**src/rtl/arp_pkg.sv**
```systemverilog
// Shared widths, table entry layout and controller states for the ARP cache.
package arp_pkg;

    localparam int IP_W  = 32;
    localparam int MAC_W = 48;
    localparam int AGE_W = 16;

    typedef struct packed {
        logic             valid;
        logic [IP_W-1:0]  ip;
        logic [MAC_W-1:0] mac;
        logic [AGE_W-1:0] age;
    } entry_t;

    typedef enum logic [1:0] {
        IDLE,
        LOOKUP,
        STORE,
        FLUSH
    } state_e;

endpackage

```
**src/rtl/arp_age_tick.sv**
```systemverilog
// Free-running prescaler: one-cycle tick every AGE_TICK cycles; no backpressure.
// Only instantiated when ARP_AGING_EN is defined.
module arp_age_tick #(
    parameter int unsigned AGE_TICK = 125_000_000
) (
    input  logic sys_clk,
    input  logic reset_n,
    output logic tick
);

    localparam int unsigned CW = $clog2(AGE_TICK + 1);
    localparam logic [CW-1:0] LAST = CW'(AGE_TICK - 1);

    logic [CW-1:0] cnt_q, cnt_d;
    logic          tick_q, tick_d;

    always_comb begin
        cnt_d  = (cnt_q == LAST) ? '0 : cnt_q + 1'b1;
        tick_d = (cnt_q == LAST);
    end

    always_ff @(posedge sys_clk or negedge reset_n) begin
        if (!reset_n) begin
            cnt_q  <= '0;
            tick_q <= 1'b0;
        end else begin
            cnt_q  <= cnt_d;
            tick_q <= tick_d;
        end
    end

    assign tick = tick_q;

endmodule

```
**src/rtl/arp_table.sv**
```systemverilog
// IP->MAC cache, sequential scan: lookup hit at index k answers k+1 cycles after accept, miss after DEPTH, store DEPTH+1.
// Ready only in IDLE (flush > store > lookup); ARP_AGING_EN adds per-entry expiry.
module arp_table
    import arp_pkg::*;
#(
    parameter int unsigned      DEPTH    = 8,
    parameter logic [IP_W-1:0]  DE_IP0   = 32'hC0A8_007B,
    parameter logic [MAC_W-1:0] DE_MAC0  = 48'h1234_5678_9abc,
    parameter int unsigned      AGE_TICK = 125_000_000,
    parameter int unsigned      AGE_MAX  = 300
) (
    input  logic                       sys_clk,
    input  logic                       reset_n,
    input  logic                       lookup_valid,
    output logic                       lookup_ready,
    input  logic [IP_W-1:0]            lookup_ip,
    output logic                       resp_valid,
    output logic                       resp_hit,
    output logic [MAC_W-1:0]           resp_mac,
    input  logic                       store_valid,
    output logic                       store_ready,
    input  logic [IP_W-1:0]            store_ip,
    input  logic [MAC_W-1:0]           store_mac,
    input  logic                       flush,
    output logic [$clog2(DEPTH+1)-1:0] count
);

    localparam int unsigned IDX_W = $clog2(DEPTH + 1);
    localparam int unsigned PTR_W = $clog2(DEPTH);
    localparam int unsigned CNT_W = $clog2(DEPTH + 1);
    localparam logic [IDX_W-1:0] LAST_IDX = IDX_W'(DEPTH - 1);
    localparam logic [IDX_W-1:0] WR_IDX   = IDX_W'(DEPTH);
    localparam logic [PTR_W-1:0] LAST_PTR = PTR_W'(DEPTH - 1);
    localparam entry_t DEF_ENTRY = '{valid: 1'b1, ip: DE_IP0, mac: DE_MAC0, age: '0};

    if (DEPTH < 2 || DEPTH > 64 || AGE_TICK == 0 || AGE_MAX == 0) begin : g_bad_param
        $error("arp_table: illegal parameter set");
    end

    state_e             state_q, state_d;
    logic [IDX_W-1:0]   idx_q, idx_d;
    logic [IP_W-1:0]    ip_q, ip_d;
    logic [MAC_W-1:0]   mac_q, mac_d;
    logic               match_vld_q, match_vld_d;
    logic [PTR_W-1:0]   match_idx_q, match_idx_d;
    logic               free_vld_q, free_vld_d;
    logic [PTR_W-1:0]   free_idx_q, free_idx_d;
    logic [PTR_W-1:0]   victim_q, victim_d;
    logic               resp_valid_q, resp_valid_d;
    logic               resp_hit_q, resp_hit_d;
    logic [MAC_W-1:0]   resp_mac_q, resp_mac_d;
    logic [CNT_W-1:0]   count_q, count_d;
    entry_t             tbl_q [DEPTH];
    entry_t             tbl_d [DEPTH];
    logic [PTR_W-1:0]   scan_ptr;
    logic [PTR_W-1:0]   wr_idx;

`ifdef ARP_AGING_EN
    localparam logic [AGE_W-1:0] AGE_LAST = AGE_W'(AGE_MAX - 1);
    logic age_tick;

    arp_age_tick #(
        .AGE_TICK (AGE_TICK)
    ) u_age_tick (
        .sys_clk (sys_clk),
        .reset_n (reset_n),
        .tick    (age_tick)
    );
`endif

    assign scan_ptr = idx_q[PTR_W-1:0];

    always_comb begin
        state_d      = state_q;
        idx_d        = idx_q;
        ip_d         = ip_q;
        mac_d        = mac_q;
        match_vld_d  = match_vld_q;
        match_idx_d  = match_idx_q;
        free_vld_d   = free_vld_q;
        free_idx_d   = free_idx_q;
        victim_d     = victim_q;
        resp_valid_d = 1'b0;
        resp_hit_d   = 1'b0;
        resp_mac_d   = '0;
        wr_idx       = '0;
        tbl_d        = tbl_q;

`ifdef ARP_AGING_EN
        // Ageing goes first so a store write or flush to the same entry overrides it.
        if (age_tick) begin
            for (int i = 0; i < DEPTH; i++) begin
                if (tbl_q[i].valid) begin
                    if (tbl_q[i].age >= AGE_LAST) tbl_d[i].valid = 1'b0;
                    else                          tbl_d[i].age   = tbl_q[i].age + 1'b1;
                end
            end
        end
`endif

        case (state_q)
            IDLE: begin
                if (flush) begin
                    state_d = FLUSH;
                end else if (store_valid) begin
                    // A zero IP is consumed without touching the table.
                    if (store_ip != '0) begin
                        state_d     = STORE;
                        idx_d       = '0;
                        ip_d        = store_ip;
                        mac_d       = store_mac;
                        match_vld_d = 1'b0;
                        free_vld_d  = 1'b0;
                    end
                end else if (lookup_valid) begin
                    state_d = LOOKUP;
                    idx_d   = '0;
                    ip_d    = lookup_ip;
                end
            end
            LOOKUP: begin
                if (tbl_q[scan_ptr].valid && tbl_q[scan_ptr].ip == ip_q) begin
                    resp_valid_d = 1'b1;
                    resp_hit_d   = 1'b1;
                    resp_mac_d   = tbl_q[scan_ptr].mac;
                    state_d      = IDLE;
                end else if (idx_q == LAST_IDX) begin
                    resp_valid_d = 1'b1;
                    state_d      = IDLE;
                end else begin
                    idx_d = idx_q + 1'b1;
                end
            end
            STORE: begin
                if (idx_q == WR_IDX) begin
                    if (match_vld_q) begin
                        wr_idx = match_idx_q;
                    end else if (free_vld_q) begin
                        wr_idx = free_idx_q;
                    end else begin
                        wr_idx   = victim_q;
                        victim_d = (victim_q == LAST_PTR) ? '0 : victim_q + 1'b1;
                    end
                    tbl_d[wr_idx] = '{valid: 1'b1, ip: ip_q, mac: mac_q, age: '0};
                    state_d       = IDLE;
                end else begin
                    if (tbl_q[scan_ptr].valid && tbl_q[scan_ptr].ip == ip_q && !match_vld_q) begin
                        match_vld_d = 1'b1;
                        match_idx_d = scan_ptr;
                    end
                    if (!tbl_q[scan_ptr].valid && !free_vld_q) begin
                        free_vld_d = 1'b1;
                        free_idx_d = scan_ptr;
                    end
                    idx_d = idx_q + 1'b1;
                end
            end
            FLUSH: begin
                for (int i = 0; i < DEPTH; i++) tbl_d[i] = '0;
                tbl_d[0] = DEF_ENTRY;
                victim_d = '0;
                state_d  = IDLE;
            end
            default: state_d = IDLE;
        endcase
    end

    always_comb begin
        count_d = '0;
        for (int i = 0; i < DEPTH; i++) count_d = count_d + CNT_W'(tbl_q[i].valid);
    end

    always_ff @(posedge sys_clk or negedge reset_n) begin
        if (!reset_n) begin
            state_q      <= IDLE;
            idx_q        <= '0;
            ip_q         <= '0;
            mac_q        <= '0;
            match_vld_q  <= 1'b0;
            match_idx_q  <= '0;
            free_vld_q   <= 1'b0;
            free_idx_q   <= '0;
            victim_q     <= '0;
            resp_valid_q <= 1'b0;
            resp_hit_q   <= 1'b0;
            resp_mac_q   <= '0;
            count_q      <= CNT_W'(1);
            for (int i = 0; i < DEPTH; i++) tbl_q[i] <= (i == 0) ? DEF_ENTRY : '0;
        end else begin
            state_q      <= state_d;
            idx_q        <= idx_d;
            ip_q         <= ip_d;
            mac_q        <= mac_d;
            match_vld_q  <= match_vld_d;
            match_idx_q  <= match_idx_d;
            free_vld_q   <= free_vld_d;
            free_idx_q   <= free_idx_d;
            victim_q     <= victim_d;
            resp_valid_q <= resp_valid_d;
            resp_hit_q   <= resp_hit_d;
            resp_mac_q   <= resp_mac_d;
            count_q      <= count_d;
            for (int i = 0; i < DEPTH; i++) tbl_q[i] <= tbl_d[i];
        end
    end

    // Ready mirrors the IDLE priority so a handshake never claims an op that loses arbitration.
    assign store_ready  = (state_q == IDLE) && !flush;
    assign lookup_ready = (state_q == IDLE) && !flush && !store_valid;
    assign resp_valid   = resp_valid_q;
    assign resp_hit     = resp_hit_q;
    assign resp_mac     = resp_mac_q;
    assign count        = count_q;

endmodule

```
**config.mk**
```make
export PLATFORM = sky130hd
export DESIGN_NAME = arp_table
export DESIGN_NICKNAME = d
export VERILOG_FILES = /design/src/rtl/arp_pkg.sv /design/src/rtl/arp_age_tick.sv /design/src/rtl/arp_table.sv
export SDC_FILE = /design/constraint.sdc
export NUM_CORES = 1
export LEC_CHECK = 0
export ABC_AREA = 0
export CELL_PAD_IN_SITES_DETAIL_PLACEMENT = 0
export CELL_PAD_IN_SITES_GLOBAL_PLACEMENT = 1
export CORE_MARGIN = 3
export CORE_UTILIZATION = 46
export CTS_BUF_LIST = sky130_fd_sc_hd__clkbuf_8 sky130_fd_sc_hd__clkbuf_16
export DETAILED_ROUTE_END_ITERATION = 16
export GPL_ROUTABILITY_DRIVEN = 0
export PLACE_DENSITY = 0.78
export SETUP_SLACK_MARGIN = 0.5
export SLEW_MARGIN = 20
export SYNTH_ARGS = -nofsm -noshare
export SYNTH_HDL_FRONTEND = slang
export SYNTH_SLANG_ARGS = --single-unit
```
**constraint.sdc**
```tcl
create_clock -name sys_clk -period 2.6 [get_ports sys_clk]
set_input_delay 0.52 -clock sys_clk [delete_from_list [all_inputs] [get_ports sys_clk]]
set_output_delay 0.52 -clock sys_clk [all_outputs]
set_load 0.01 [all_outputs]
```
==> reports/qor.yml <==
synth_top_flop_cell: "dfrtp_1"
hp-start: "store_valid"
r2r_cells: 12
total_power_mw: 39.1
clk_pin_slew_ns: 0.06
cp_slowest_stage_delay_ns: 0.54
initial_core_util: 0.466
crit_family: "buffers and inverters"
whs_endpoint: "state_q[0]"
cp.arrival_ns: 3.91
h-tree-depth: 3
drt_wl_total_um: 126000
drc_errors: 0
async_flop_share: 1.00
clock_latency_ns: 0.67
synth_edf_count: 0
firstDrtPassIters: 5
drive_gt1_frac: 0.348
max-clock-path-buffers: 3
dp_hpwl_um: 63300
grt_pass1_vias: 27300
hold_class: "in -> reg"
grt.overflow.total: 0
rsz0062_at_grt: "true"
pre_cts_ws_ns: -0.825
setup_viol: 714
synth.distinct_cells: 54
nets: 3074
yosysSeqAreaShare: 0.588
cts_tree: "done"
placed_area_sq_um: 39700
wire_per_inst_um: 31.8
maxSlewHeadroom: 0.340
antenna_left: 0
cts_sinks: 799
synth_nets: 2527
slew_violations: 0
clockRootBuffer: "clkbuf_16"
r2r_start: "idx_q[1]"
min_path_cells: 4
violations: "setup timing"
core_sq_um: 73200
vdd_drop_max_mv: 0.614
period_minus_slack_ns: 3.32
grt_use_total: 0.310
ys_warn_count: 0
powerDensity_nw_per_um2: 811
grt_start_max_net_pins: 82
grt_pass1_wl_um: 180000
end_kind: "register"
die_width_um: 278
dp.cells: 3557
num_rows: 99
cp.required_ns: 3.19
syn_inst: 2394
drt_iter0_markers: 3474
synth_area_sq_um: 34100
worstSetupPathType: "reg -> reg"
worstPathMaxFanout: 11
dieArea_sq_um: 77400
hold_violations: 0
crit_path_top_delay_cell: "dfrtp_4"
start_kind: "register"
cap_violations: 0
via_count: 26600
worst_pin_slew_ns: 0.990
fp.dieH_um: 278
final_cell_area_sq_um: 48200
pin_count: 173
via_per_inst: 6.70
fmax_mhz: 302
worst-r2r-setup-slack_ns: -0.72
path_buf_inv: 5
skew_ns: 0.0503
postLayoutSetupSlackWorst_ns: -0.716
area_growth_pct: 41.3
fin_crit_sh: 1.28
portBuffers: 172
fin_cells: 3972
status: "complete, but fails checks"
leakage_nw: 22.1
cts_buffers: 84
ys_ff_latch: 799
syn_area_per_cell_sq_um: 14.2
crit_chain: "buf_4 -> mux4_2 -> mux2i_2 -> xor2_1 -> o2111ai_2 -> nor4_4 -> buf_4 -> nand4bb_4 -> buf_12 -> clkbuf_16 -> clkbuf_16 -> nor2_2"
antenna_found_initial: 3
timing.rr.end: "resp_mac[14]"
[stage by stage]
step / setup TNS (ns) / hold slack [ns] / utilization
finish: -229.02 / 0.379 / 0.658
global route: -261.85 / 0.419 / 0.658
detailed placement: -82.08 / 0.474 / 0.543
floorplan: -0.745 / 0.224 / -
global placement: -70.01 / 0.469 / 0.543
CTS: -71.75 / 0.348 / 0.638
[synthesized netlist by cell type (6+ instances only)]
cell type / number / area, sq um
o22a_1: 33 / 289
inv_1: 18 / 67.6
nor2_1: 75 / 282
o21ai_0: 47 / 235
dfstp_2: 35 / 920
dfrtp_1: 764 / 19100
ha_1: 12 / 150
buf_2: 20 / 100
clkbuf_1: 166 / 623
a22o_1: 607 / 5320
nand2_1: 62 / 233
buf_1: 87 / 327
a21o_1: 8 / 60.1
mux4_2: 156 / 3510
mux2i_1: 130 / 1300
xor2_1: 21 / 184
mux2_2: 48 / 541
buf_6: 6 / 67.6
nor4_1: 9 / 56.3
xnor2_1: 9 / 78.8
o21ai_1: 10 / 50.1
[worst reg2reg max path, cell delays in order (launching register included)]
cell       delay (ns)
dfrtp_4          0.54
buf_4            0.19
mux4_2           0.53
mux2i_2          0.22
xor2_1           0.26
o2111ai_2        0.28
nor4_4           0.25
buf_4            0.19
nand4bb_4        0.15
buf_12           0.19
clkbuf_16        0.20
clkbuf_16        0.19
nor2_2           0.10
[layout make-up]
class                      instances  area (sq um)
fill                            4663         25000
sequential                       799         20000
multi-input combinational       1296         13500
timing repair buffer             741         10400
clock buffer                     100          2330
tap                              959          1200
clock inverter                    57           669
inverter                          19          83.8
antenna                            1          2.50
[cells by family (layout without fill, tap and decap cells)]
| family | after synthesis | in the layout | share of synthesized area |
|---|---|---|---|
| flip-flops | 799 | 799 | 0.588 |
| AO/OA/AOI/OAI | 727 | 730 | 0.179 |
| multiplexers | 337 | 337 | 0.158 |
| buffers and inverters | 302 | 917 | 0.0357 |
| AND/OR/NAND/NOR | 183 | 183 | 0.0248 |
| XOR/XNOR | 30 | 30 | 0.00770 |
| adder cells (fa/ha/maj) | 16 | 16 | 0.00675 |
| other | 0 | 1 | 0 |
[cells in the final DEF, fill, tap and decap left out, types with 12 or more instances in the layout]
master,count
buf_16,76
o21ai_0,46
nor2_2,19
clkbuf_16,103
inv_1,41
dfstp_2,35
clkbuf_8,15
buf_4,219
xor2_1,21
mux2_2,48
nor2_4,38
mux2i_1,127
dfrtp_1,761
clkdlybuf4s50_1,168
a22o_1,607
bufinv_16,12
buf_6,76
o22a_1,33
buf_12,154
buf_8,18
mux4_2,156
nor2_1,18
o21ai_4,12
nand2_1,55
[layer usage]
layer  track usage  wire [um]
met4         0.138       7060
met1         0.411      46400
met5             0         23
met2         0.480      58700
met3        0.0873      14300
[worst max path at each step]
stage                        start              to  slack [ns]  cells after the start
after global placement    idx_q[1]        idx_q[2]       -0.78                      9
final                     idx_q[1]    resp_mac[14]       -0.72                     12
after detailed placement  idx_q[1]    resp_mac[12]       -0.83                     10
after CTS                 idx_q[0]  match_idx_q[1]       -0.57                     11
after global routing      idx_q[0]     resp_mac[8]       -0.80                     13
after floorplan           idx_q[0]  match_idx_q[0]       -0.12                     10
[sequential cells by signal (all words and copies together), names as in the netlist, 2 cells and up]
| register | cells |
|---|---|
| count | 4 |
| free_idx_q | 3 |
| idx_q | 4 |
| ip_q | 32 |
| mac_q | 48 |
| match_idx_q | 3 |
| resp_mac | 48 |
| state_q | 2 |
| tbl_q | 648 |
| victim_q | 3 |
[what timing repair did]
item / CTS / global route
hold endpoints to repair: 20 / 0
resized for setup: 175 / 159
setup endpoints to repair: 785 / 814
hold buffers: 1 / 0
pin swaps: 174 / 104
gates cloned: 82 / 18
setup buffers: 104 / 52
[report_power, final]
part | switching, mW | internal (mW) | total (mW)
logic | 5.46 | 5.00 | 10.5
registers | 2.08 | 13.6 | 15.7
clock network | 5.31 | 7.64 | 12.9
No activity file was read; power rests on OpenSTA's default activity.
